==> src/rtl/ro_pair_if.sv <==
// ro_pair_if: start/done handshake and result bus between a measurement master and ro_pair_counter
interface ro_pair_if #(parameter int CNT_W = 16);
  logic start;
  logic ready;
  logic done;
  logic resp;
  logic tie;
  logic ovf_a;
  logic ovf_b;
  logic [CNT_W-1:0] cnt_a;
  logic [CNT_W-1:0] cnt_b;
  modport master (output start, input ready, done, resp, tie, ovf_a, ovf_b, cnt_a, cnt_b);
  modport slave (input start, output ready, done, resp, tie, ovf_a, ovf_b, cnt_a, cnt_b);
endinterface

==> src/rtl/ro_pair_counter.sv <==
// ro_pair_counter: runs an RO pair for a fixed clk window, counts both ROs' rising edges and emits one PUF bit
module ro_pair_counter #(
  parameter int CNT_W  = 16,
  parameter int WINDOW = 1024,
  parameter int SETTLE = 4
) (
  input  logic     clk,
  input  logic     rst_n,
  ro_pair_if.slave bus,
  output logic     ro_en,
  output logic     ro_rst,
  input  logic     ro_a,
  input  logic     ro_b
);
  localparam int DRAIN_N = 3;
  localparam int LONG = WINDOW > SETTLE ? WINDOW : SETTLE;
  localparam int WW = $clog2((LONG > DRAIN_N ? LONG : DRAIN_N) + 1);
  localparam logic [CNT_W-1:0] CMAX = '1;
  typedef enum logic [2:0] {IDLE, RESET, RUN, DRAIN, DONE} state_t;
  state_t state, state_d;
  logic [WW-1:0] wcnt, wcnt_d;
  logic [1:0] sync_a, sync_b;
  logic prev_a, prev_b, edge_a, edge_b, counting, last, accept;
  logic [CNT_W-1:0] next_a, next_b;
  assign last = wcnt == WW'(1);
  assign accept = state == IDLE && bus.start;
  assign counting = state == RUN || state == DRAIN;
  // DRAIN keeps counting so edges still in the sync/edge pipe at end of RUN are not lost
  assign edge_a = counting && sync_a[1] && !prev_a;
  assign edge_b = counting && sync_b[1] && !prev_b;
  assign next_a = edge_a && bus.cnt_a != CMAX ? bus.cnt_a + CNT_W'(1) : bus.cnt_a;
  assign next_b = edge_b && bus.cnt_b != CMAX ? bus.cnt_b + CNT_W'(1) : bus.cnt_b;
  always_comb begin
    state_d = state;
    wcnt_d = wcnt - WW'(1);
    ro_en = 1'b0;
    ro_rst = 1'b1;
    bus.ready = 1'b0;
    bus.done = 1'b0;
    case (state)
      IDLE: begin
        bus.ready = 1'b1;
        wcnt_d = WW'(SETTLE);
        state_d = bus.start ? RESET : IDLE;
      end
      RESET: begin
        ro_en = 1'b1;
        if (last) begin
          state_d = RUN;
          wcnt_d = WW'(WINDOW);
        end
      end
      RUN: begin
        ro_en = 1'b1;
        ro_rst = 1'b0;
        if (last) begin
          state_d = DRAIN;
          wcnt_d = WW'(DRAIN_N);
        end
      end
      DRAIN: state_d = last ? DONE : DRAIN;
      DONE: begin
        bus.done = 1'b1;
        state_d = IDLE;
      end
      default: state_d = IDLE;
    endcase
  end
  always_ff @(posedge clk or negedge rst_n) begin
    if (!rst_n) begin
      state <= IDLE;
      wcnt <= '0;
      sync_a <= '0;
      sync_b <= '0;
      prev_a <= 1'b0;
      prev_b <= 1'b0;
      bus.cnt_a <= '0;
      bus.cnt_b <= '0;
      bus.ovf_a <= 1'b0;
      bus.ovf_b <= 1'b0;
      bus.resp <= 1'b0;
      bus.tie <= 1'b0;
    end else begin
      state <= state_d;
      wcnt <= wcnt_d;
      sync_a <= {sync_a[0], ro_a};
      sync_b <= {sync_b[0], ro_b};
      prev_a <= sync_a[1];
      prev_b <= sync_b[1];
      if (accept) begin
        bus.cnt_a <= '0;
        bus.cnt_b <= '0;
        bus.ovf_a <= 1'b0;
        bus.ovf_b <= 1'b0;
        bus.resp <= 1'b0;
        bus.tie <= 1'b0;
      end else begin
        bus.cnt_a <= next_a;
        bus.cnt_b <= next_b;
        bus.ovf_a <= bus.ovf_a || (edge_a && next_a == CMAX);
        bus.ovf_b <= bus.ovf_b || (edge_b && next_b == CMAX);
        // compare the post-increment values so an edge in the last DRAIN cycle is included
        if (state == DRAIN && last) begin
          bus.resp <= next_a > next_b;
          bus.tie <= next_a == next_b;
        end
      end
    end
  end
endmodule
==> src/flat_wrapper.sv <==
// flat-port wrapper written by rule: the top's interface ports become plain ports
module ro_pair_counter_flat 
#(
  parameter int CNT_W  = 16,
  parameter int WINDOW = 1024,
  parameter int SETTLE = 4
)
  (clk, rst_n, ro_en, ro_rst, ro_a, ro_b, bus_start, bus_ready, bus_done, bus_resp, bus_tie, bus_ovf_a, bus_ovf_b, bus_cnt_a, bus_cnt_b);
  ro_pair_if #(.CNT_W(CNT_W)) bus_i ();
  input  logic clk;
  input  logic rst_n;
  output logic ro_en;
  output logic ro_rst;
  input  logic ro_a;
  input  logic ro_b;
  input wire logic [$bits(bus_i.start)-1:0] bus_start;
  output wire logic [$bits(bus_i.ready)-1:0] bus_ready;
  output wire logic [$bits(bus_i.done)-1:0] bus_done;
  output wire logic [$bits(bus_i.resp)-1:0] bus_resp;
  output wire logic [$bits(bus_i.tie)-1:0] bus_tie;
  output wire logic [$bits(bus_i.ovf_a)-1:0] bus_ovf_a;
  output wire logic [$bits(bus_i.ovf_b)-1:0] bus_ovf_b;
  output wire logic [$bits(bus_i.cnt_a)-1:0] bus_cnt_a;
  output wire logic [$bits(bus_i.cnt_b)-1:0] bus_cnt_b;
  assign bus_i.start = bus_start;
  assign bus_ready = bus_i.ready;
  assign bus_done = bus_i.done;
  assign bus_resp = bus_i.resp;
  assign bus_tie = bus_i.tie;
  assign bus_ovf_a = bus_i.ovf_a;
  assign bus_ovf_b = bus_i.ovf_b;
  assign bus_cnt_a = bus_i.cnt_a;
  assign bus_cnt_b = bus_i.cnt_b;
  ro_pair_counter #(.CNT_W(CNT_W), .WINDOW(WINDOW), .SETTLE(SETTLE)) u_core (.clk(clk), .rst_n(rst_n), .bus(bus_i), .ro_en(ro_en), .ro_rst(ro_rst), .ro_a(ro_a), .ro_b(ro_b));
endmodule
==> config.mk <==
export PLATFORM = sky130hd
export DESIGN_NAME = ro_pair_counter_flat
export DESIGN_NICKNAME = d
export VERILOG_FILES = /design/src/rtl/ro_pair_if.sv /design/src/rtl/ro_pair_counter.sv /design/src/flat_wrapper.sv
export SDC_FILE = /design/constraint.sdc
export NUM_CORES = 1
export LEC_CHECK = 0
export CORE_MARGIN = 3
export CORE_UTILIZATION = 35
export DETAILED_ROUTE_END_ITERATION = 8
export PLACE_DENSITY = 0.54
export SLEW_MARGIN = 25
export SYNTH_ARGS = -nofsm -noshare
export SYNTH_HDL_FRONTEND = slang
export SYNTH_SLANG_ARGS = --single-unit
==> constraint.sdc <==
create_clock -name clk -period 6.99 [get_ports clk]
set_input_delay 0.699 -clock clk [delete_from_list [all_inputs] [get_ports clk]]
set_output_delay 0.699 -clock clk [all_outputs]
set_load 0.005 [all_outputs]
== Word-level counts from Yosys, hierarchy flattened ==
Index checks and enable logic that the tools add are counted.
Cells by class
  add/subtract/negate cells: 3
  multipliers: 0
  div/mod/pow operators: 0
  $lt $le $gt $ge: 1
  equal/unequal tests: 12
  shift-type cells: 0
  multiplexer cells: 22
  bitwise gates (word level): 0
  reduce and logical (&&, ||, !) cells: 19
Operator list (count)
  $mux 16: 4
  $pmux 11 s3: 1
  $add 16x1->16 const B: 2
  $eq 16x16->1 const B: 2
  $ne 16x16->1 const B: 2
  $mux 11: 2
  $eq 16x16->1: 1
  $gt 16x16->1: 1
  $pmux 3 s4: 1
  $eq 11x1->1 const B: 1
  $mux 1: 11
  $sub 11x1->11 const B: 1
  $logic_and 1x1->1: 10
  $mux 3: 3
  $eq 3x2->1 const B: 2
  $ne 2x1->1 const B: 2
  $eq 3x1->1 const B: 1
  $eq 3x3->1 const B: 1
  $logic_not 3->1: 1
  $logic_or 1x1->1: 3
  $logic_not 1->1: 2
  $reduce_and 2->1: 1
  $reduce_bool 2->1: 1
  $reduce_or 2->1: 1
Storage, ports and cells
  flip-flop bits (word level): 56
  bits in latches: 0
  memory bits (writable): 0
  memory bits (read-only): 0
  input port bits: 5
  output and inout bits: 40
  word-level logic and storage cells: 69
  memories kept: 0

== Logic depth before layout (Yosys ltp) ==
Gate-level depths: netlist (run 1).
  word-level depth: 10
  depth in mapped cells: 14

== Least setup slack after synthesis (run 1) ==
OpenSTA, ideal clock, no wires.
  path type: register to register
  from: register u_core.bus.cnt_a[13]
  to: register u_core.bus.resp
  setup time: 0.124 ns
  data arrival time: 3.032 ns
  data required time: 6.866 ns
  setup slack: 3.834 ns
  cell stages (with the launch flop): 14
  path through: dfrtp_1 and3_1 and3_1 a2111oi_0 nand4_1 xor2_1 inv_1 ha_1 nand4_1 or2_2 nor3_1 nor2_1 a31oi_1 nand2_1
On the way
  cells in the longest elaborated chain, start to end: 6
  elaborated cells between the ends (all ways): 7
  those cells by class: 1 x add/sub; 1 x order compare; 1 x eq/ne; 3 x mux; 1 x reduce/logical
RTL lines
  start: declaration: line ro_pair_if.sv:13  | modport slave (input start, output ready, done, resp, tie, ovf_a, ovf_b, cnt_a, cnt_b);
  start signal: assignment: line ro_pair_counter.sv:98  | bus.cnt_a <= next_a;
  branches (longest 2 deep; another with $add 16x1->16)
  $mux 16 *: line ro_pair_counter.sv:31  | assign next_a = edge_a && bus.cnt_a != CMAX ? bus.cnt_a + CNT_W'(1) : bus.cnt_a;
  $gt 16x16->1 *: line ro_pair_counter.sv:104  | bus.resp <= next_a > next_b;
  $mux 1 *: line ro_pair_counter.sv:103  | if (state == DRAIN && last) begin
  $mux 1 *: line ro_pair_counter.sv:90  | if (accept) begin
  end signal: assignment: line ro_pair_counter.sv:104
  end: declaration: line ro_pair_if.sv:13
Every way passes the cells marked *. The select of a mux whose other input is x is not followed.
A chain may end at the register's enable or synchronous reset.

== Worst setup path in the final report (run 1) ==
  from: register u_core.state[1]
  to: register u_core.bus.resp
On the way
  cells in the longest elaborated chain, start to end: 9
  elaborated cells between the ends (all ways): 18
  those cells by class: 1 x order compare; 2 x eq/ne; 4 x mux; 11 x reduce/logical
RTL lines
  start: declaration: line ro_pair_counter.sv:20  | state_t state, state_d;
  start signal: assignment: line ro_pair_counter.sv:84  | state <= state_d;
  $eq 3x2->1, on equally long branches: line ro_pair_counter.sv:27, ro_pair_counter.sv:103
  $logic_or 1x1->1: line ro_pair_counter.sv:27  | assign counting = state == RUN || state == DRAIN;
  $logic_and 1x1->1, on equally long branches (2 in series): line ro_pair_counter.sv:29, ro_pair_counter.sv:30
  $logic_and 1x1->1, on equally long branches: line ro_pair_counter.sv:31, ro_pair_counter.sv:32
  $mux 16, on equally long branches: line ro_pair_counter.sv:31, ro_pair_counter.sv:32
  $gt 16x16->1: line ro_pair_counter.sv:104
  $mux 1: line ro_pair_counter.sv:103
  $mux 1: line ro_pair_counter.sv:90
Parallel ways exist; a longest one is shown, timed or not. The select of a mux whose other input is x is not followed.

==> metrics.md, run 1 <==
| Metric | Value |
|---|---|
| Clk_lat worst skew | 0.31 ns |
| First-pass GRT wire length | 13400 um |
| Arr. time, crit path | approximately 4.1 ns |
| Register area | ~1400 um2 |
| Worst setup SP type | register |
| Yosys reg bits | 56 |
| Filler cells | 875 |
| Internal cell power | 0.472 mW |
| Detail Route Antenna Nets | 0 |
| Leakage | 1.62 nW |
| Gr usage total | 16.1% |
| Hpwl dp | approximately 6100 um |
| Met2 WL | 3740 um |
| Crit-path cells | nand4bb_1 > a2111oi_0 > nand4_1 > xor2_1 > inv_1 > ha_1 > nand4_1 > or2_2 > nor3_1 > nor2_1 > a31oi_1 > nand2_1 |
| Final wirelength | 8190 um |
| CP most frequent cell | nand4_1 |
| HP Class | register to register |
| N_diodes | 0 |
| Status | finished clean |
| Worst Skew | 0.00809 ns |
| Pre-CTS setup slack | 3.16 ns |
| Layout Nets | 426 |
| Post-route minimum period | between 3 and 4 ns |
| CTS Hold Bufs | 0 |
| First drt pass iteration count | 4 |
| Tightest Pin Transition | 0.836 ns |
| Vias in the first global route | 2687 |
| Hold_ws | 0.358 ns |
| Most used DFF post-synth | dfrtp_1 |
| Die height | slightly above 100 um |
| Post-route cell area | 3990 um2 |
| Number of synthesized flops with an enable pin | 0 |
| Initial antenna violation count | 0 |
| Share of layout cells above drive strength 1 | 4.98% |
| Layout Cells excl Fill | 510 |
| Cell variety after synth | 47 |
| Async S/R FF share, synth | 100% |
| Routed vias/inst | roughly 5.4 |
| Maximum VDD drop | approximately 0.11 mV |
| RR Startpoint | u_core.state[1]$_DFFE_PN0P_ |
| # Max-Cap Violations | 0 |
| Cell row count | 34 |
| Worst reg-to-reg setup slack | between 3 and 4 ns |
| Final Hold Viols | 0 |
| Gate power share | 1.5% |
| Register area share after synthesis | 42.3% |
| H-tree levels | 2 |
| Period utilization | 56.0% |
| Post-Syn Nets | 383 |
| Final setup viols | 0 |
| Reg-to-reg endpoint | u_core.bus.resp$_DFFE_PN0P_ |
| WL met1 | 3880 um |
| Initial core utilization | 37.0% |
| Setup TNS | 0 ns |
| Die ar. | around 11000 um2 |
| Instance area at placement | roughly 3900 um2 |
| Syn-to-layout area delta | 20.6% |
| Clock group share of total power | between 40% and 50% |
| Initial DRC Count | between 100 and 150 |
| PwrDens | 148 nW/um2 |
| Multi-input gate area | 1820 um2 |
| Chip width | 103 um |
| Syn. warnings | 0 |
| Setup WS post-layout | just over 3 ns |
| GPL Wtd Cong | 0.855 |
| Clk slew on worst S/H paths | 0.11 ns |
| IO Port Bufs | 44 |
| NetSw | 0.119 mW |
| # placed instances | around 500 |
| RSZ-0062 raised after global routing | no |
| Hold-critical path endpoint | u_core.sync_b[1]$_DFF_PN0_ |
| Max_slew headroom | a little over two fifths |
| Cell Area, Synth | 3310 um2 |
| Clk root buf | clkbuf_8 |
| Kind of critical path | register to register |
| Worst-path fanout max | 13 |
| Max Root-Sink Buffers | 2 |
| Pins over their slew limit | 0 |
| Total grt overflow | 0 |
| CTS tree | built |
| Post-CTS Resized | 0 |
| Io pins | 45 |
| Register share of total power | 55.2% |
| Fmax | about 260 MHz |
| DRC Markers | 0 |
| Min-delay src | u_core.sync_b[0]$_DFF_PN0_ |
| Total vias in the final route | 2738 |
| Routed WL per cell | around 16 um |
| Highest Signal Layer | met4 |
| WHS Path Cells | 0 |
| CP max-delay cell | a2111oi_0 |
| Clock tree sinks | 56 |
| CP max stage delay | 0.85 ns |
| CTS buffer count | 5 |
| Mean Syn Cell Area | 9.24 um2 |
| Post-Syn Instances | ~360 |
| Worst r2r path cells | 12 |
| Core area | 8930 um2 |
| # Post-CTS Setup Buffers | 0 |
| Net Sw Frac | 20.1% |
| Req. time, crit path | 7.20 ns |
| Met3 wire len | 389 um |
| Crit end category | register |
| Largest net degree at the start of global routing | 57 |
-- stage by stage --
| stage | utilization (%) | total power [mW] |
|---|---|---|
| 2_1_floorplan | - | 0.332 |
| 3_3_place_gp | 43.2 | 0.342 |
| 3_5_place_dp | 43.2 | 0.342 |
| 4_1_cts | 44.7 | 0.602 |
| 5_1_grt | 44.7 | 0.615 |
| 6_report | 44.7 | 0.591 |
-- routing by layer --
metal  vias to the layer above  track usage, %
met5                         -               0
met2                        72            25.1
met1                      1304            22.4
li1                       1349               -
met4                         0            5.38
met3                        13            3.29
-- state kept, by name, indices dropped and copies added (netlist names), 2 cells and up --
register and flops:
u_core.bus.cnt_a 16, u_core.bus.cnt_b 16, u_core.wcnt 11, u_core.state 3, u_core.sync_a 2, u_core.sync_b 2
-- cell type report --
class                      count  share of cell area [%]
multi-input combinational    279                    45.6
sequential                    56                    35.1
timing repair buffer          46                    11.3
tap                          108                    3.38
clock buffer                   5                    1.72
clock inverter                 3                    1.72
inverter                      13                    1.22
-- power by group through the flow --
| stage | combinational, mW | clock, mW | sequential (mW) |
|---|---|---|---|
| 3_5_place_dp | 0.00952 | 0 | 0.332 |
| 5_1_grt | 0.0105 | 0.278 | 0.326 |
| 2_1_floorplan | 0.000186 | 0 | 0.332 |
| 4_1_cts | 0.00952 | 0.266 | 0.326 |
| 6_report | 0.00877 | 0.256 | 0.326 |
| 3_3_place_gp | 0.00943 | 0 | 0.333 |
-- layout by cell type (no fill, tap or decap), drive strengths merged, types with 6 or more instances in the layout --
cell type	count
and2	13
nor3	9
inv	14
clkdlybuf4s50	43
and3	6
a21oi	11
xor2	18
nand3	12
dfrtp	56
nor2	50
ha	20
nor4	12
xnor2	22
nand4	13
o21ai	13
nand2	32
-- kinds of logic after synthesis --
group | after synthesis | synth area share (%)
buffers and inverters | 23 | 2.68
adder cells (fa/ha/maj) | 20 | 7.56
AO/OA/AOI/OAI | 43 | 8.28
XOR/XNOR | 40 | 10.6
multiplexers | 4 | 1.29
AND/OR/NAND/NOR | 172 | 27.3
flip-flops | 56 | 42.3
-- worst max-delay path: cells and delay by family (launching register included) --
kind                     cells  cell delay [ns]
XOR/XNOR                     1             0.28
adder cells (fa/ha/maj)      1             0.31
AO/OA/AOI/OAI                2             1.05
AND/OR/NAND/NOR              7             1.47
buffers and inverters        1             0.08
flip-flops                   1             0.61
-- worst max-delay path by stage --
| stage | start | endpoint | slack, ns | cells after the start |
|---|---|---|---|---|
| after global placement | u_core.state[1]$_DFFE_PN0P_ | u_core.bus.resp$_DFFE_PN0P_ | 3.42 | 12 |
| after global routing | u_core.state[1]$_DFFE_PN0P_ | u_core.bus.resp$_DFFE_PN0P_ | 2.81 | 12 |
| final | u_core.state[1]$_DFFE_PN0P_ | u_core.bus.resp$_DFFE_PN0P_ | 3.08 | 12 |
| after CTS | u_core.state[1]$_DFFE_PN0P_ | u_core.bus.resp$_DFFE_PN0P_ | 3.15 | 12 |
| after detailed placement | u_core.state[1]$_DFFE_PN0P_ | u_core.bus.resp$_DFFE_PN0P_ | 3.16 | 12 |
| after floorplan | u_core.bus.cnt_a[13]$_DFF_PN0_ | u_core.bus.resp$_DFFE_PN0P_ | 3.83 | 13 |
-- synth_stat cells (all sizes together) (2+ instances only) --
library cell  instances  area [um2]
xor2                 18         158
xnor2                22         193
a31oi                 2        12.5
nand2b                2        12.5
and4                  2        17.5
a21o                  4        30.0
nand3b                2        15.0
dfrtp                56        1400
nor4                 12        90.1
a2111oi               2        17.5
or2                   5        31.3
and2                 13        81.3
nor2                 50         188
mux2                  2        22.5
buf                   3        13.8
nand4                13        81.3
mux2i                 2        20.0
nand2                32         120
a21oi                11        55.1
and3                  6        37.5
nor3                  9        45.0
nand4bb               2        22.5
or3                   3        23.8
nand3                12        65.1
or4                   5        37.5
o211ai                2        15.0
clkbuf                7        26.3
o41ai                 2        25.0
o21a                  2        15.0
o21ai                13        65.1
a211oi                2        15.0
or4b                  2        20.0
inv                  13        48.8
ha                   20         250
(Power assumes the default switching activity.)
==> run 2, diff against run 1 <==
Clock period 6.99 ns to 4.1 ns, I/O delays scaled along.
==> run 2 against run 1 <==
  * Register-to-register slack got worse by 2.6 ns
  * Worst setup slack got worse by 2.6 ns
  * Sequential share of layout area rose by 0.099 points
  * Total power rose by 60%
  * Non-clock buffer count rose by 2
  * Die area did not move
  * Clock-buffer cell count rose by 1
  * Wire length fell by 0.28%
  * First-iteration DRC count fell by 11%
  * Critical endpoint unchanged
==> metrics.md, run 2 (synthesized netlist as in run 1, its figures left out) <==
| Metric | Value |
|---|---|
| Instance area at placement | between 3000 and 4000 um2 |
| GPL Wtd Cong | ~0.87 |
| Max Root-Sink Buffers | 2 |
| Status | finished clean |
| H-tree levels | 2 |
| Clock group share of total power | 39.4% |
| PwrDens | 237 nW/um2 |
| Arr. time, crit path | 3.81 ns |
| Final setup viols | 0 |
| N_diodes | 0 |
| Clk_lat worst skew | 0.31 ns |
| Tightest Pin Transition | 0.758 ns |
| Setup TNS | 0 ns |
| Post-layout util | 44.6% |
| NetSw | between 0.15 and 0.2 mW |
| Clock tree sinks | 56 |
| # placed instances | between 500 and 600 |
| Initial core utilization | 37.0% |
| Syn-to-layout area delta | 20.3% |
| Initial DRC Count | 129 |
| # Post-CTS Setup Buffers | 0 |
| Core area | 8930 um2 |
| Die ar. | 10700 um2 |
| Net Sw Frac | 21.2% |
| First drt pass iteration count | 4 |
| Total vias in the final route | 2733 |
| HP Class | primary input to asynchronous set/reset pin |
| DRC Markers | 0 |
| Kind of critical path | register to register |
| Most frequent cells in the layout | dfrtp_1 (56), nor2_1 (50), clkdlybuf4s50_1 (43) |
| Layout Cells excl Fill | 512 |
| Req. time, crit path | 4.30 ns |
| Initial antenna violation count | 0 |
| Worst-path fanout max | 6 |
| Final Hold Viols | 0 |
| Detail Route Antenna Nets | 0 |
| Io pins | 45 |
| Post-route minimum period | 3.60 ns |
| Vias in the first global route | 2669 |
| Worst setup SP type | register |
| Routed WL per cell | around 16 um |
| Max_slew headroom | 48.2% |
| Worst r2r path cells | 13 |
| Crit end category | register |
| Register share of total power | 58.9% |
| Commonest non-fill, non-tap cell in the layout | dfrtp_1 |
| RR Startpoint | u_core.bus.cnt_a[13]$_DFF_PN0_ |
| Filler cells | roughly 890 |
| Hpwl dp | 6220 um |
| Total grt overflow | 0 |
| Chip width | 103 um |
| CTS buffer count | 5 |
| IO Port Bufs | 44 |
| Clk root buf | clkbuf_8 |
| First-pass GRT wire length | 13600 um |
| Cell row count | 34 |
| Layout Nets | 428 |
| Gate power share | 1.6% |
| RSZ-0062 raised after global routing | no |
| # Max-Cap Violations | 0 |
| Pins over their slew limit | 0 |
| Post-CTS Resized | 0 |
| Clk slew on worst S/H paths | ~0.10 ns |
| Period utilization | approximately 88% |
| Reg-to-reg endpoint | u_core.bus.resp$_DFFE_PN0P_ |
| Share of layout cells above drive strength 1 | 5.20% |
| Largest net degree at the start of global routing | 31 |
| Worst Skew | 0.00355 ns |
| Maximum VDD drop | roughly 0.13 mV |
| Worst reg-to-reg setup slack | 0.50 ns |
| Die height | a little over 100 um |
| CTS tree | built |
| Internal cell power | roughly 0.74 mW |
| Fmax | 277 MHz |
| CTS Hold Bufs | 0 |
| Post-route cell area | roughly 4000 um2 |
| Largest registers | u_core.bus.cnt_a: 16 flops, u_core.bus.cnt_b: 16 flops, u_core.wcnt: 11 flops |
| Final wirelength | 8160 um |
| Leakage | ~1.6 nW |
| Gr usage total | 16.4% |
| Routed vias/inst | 5.34 |
-- run 2: layout make-up --
class,count,area (um2),share of cell area [%]
clock inverter,2,38.8,0.974
timing repair buffer,48,465,11.7
sequential,56,1400,35.2
inverter,13,48.8,1.23
tap,108,135,3.39
clock buffer,6,72.6,1.82
multi-input combinational,279,1820,45.7
-- run 2: power by group through the flow --
stage | Clock, mW | Sequential, mW | Combinational (mW)
after global routing | 0.401 | 0.556 | 0.0183
after global placement | 0 | 0.567 | 0.0164
after floorplan | 0 | 0.567 | 0.000316
final | 0.372 | 0.556 | 0.0154
after detailed placement | 0 | 0.567 | 0.0166
after CTS | 0.387 | 0.556 | 0.0166
-- run 2: metal layers --
layer | share of wire, % | vias to the layer above | global-route usage [%]
li1 | - | 1347 | -
met1 | 48 | 1321 | 23.0
met2 | 46 | 58 | 26.7
met3 | 4.4 | 7 | 2.95
met4 | 0.85 | 0 | 3.39
met5 | 0 | - | 0
-- run 2: stage by stage --
stage | setup WS, ns | total power, mW | hold slack, ns
3_3_place_gp | 0.644 | 0.583 | 0.334
5_1_grt | 0.120 | 0.975 | 0.162
2_1_floorplan | 0.944 | 0.567 | 0.114
6_report | 0.496 | 0.943 | 0.112
4_1_cts | 0.506 | 0.959 | 0.133
3_5_place_dp | 0.533 | 0.583 | 0.336
-- run 2: how the worst max path moves through the flow --
stage	from	endpoint	depth (start not counted)
finish	u_core.bus.cnt_a[13]$_DFF_PN0_	u_core.bus.resp$_DFFE_PN0P_	13
global route	u_core.bus.cnt_a[0]$_DFF_PN0_	u_core.bus.resp$_DFFE_PN0P_	14
CTS	u_core.bus.cnt_a[13]$_DFF_PN0_	u_core.bus.resp$_DFFE_PN0P_	13
detailed placement	u_core.bus.cnt_a[13]$_DFF_PN0_	u_core.bus.resp$_DFFE_PN0P_	13
global placement	u_core.bus.cnt_a[13]$_DFF_PN0_	u_core.bus.resp$_DFFE_PN0P_	13
floorplan	u_core.bus.cnt_a[13]$_DFF_PN0_	u_core.bus.resp$_DFFE_PN0P_	13
-- run 2: worst max-delay path, stage by stage (launching register included) --
cell       delay [ns]
dfrtp_1          0.46
and3_1           0.23
and3_1           0.22
a2111oi_0        0.71
nand4_1          0.20
xor2_1           0.26
inv_1            0.07
ha_1             0.29
nand4_1          0.10
or2_2            0.34
nor3_1           0.26
nor2_1           0.10
a31oi_1          0.18
nand2_1          0.08
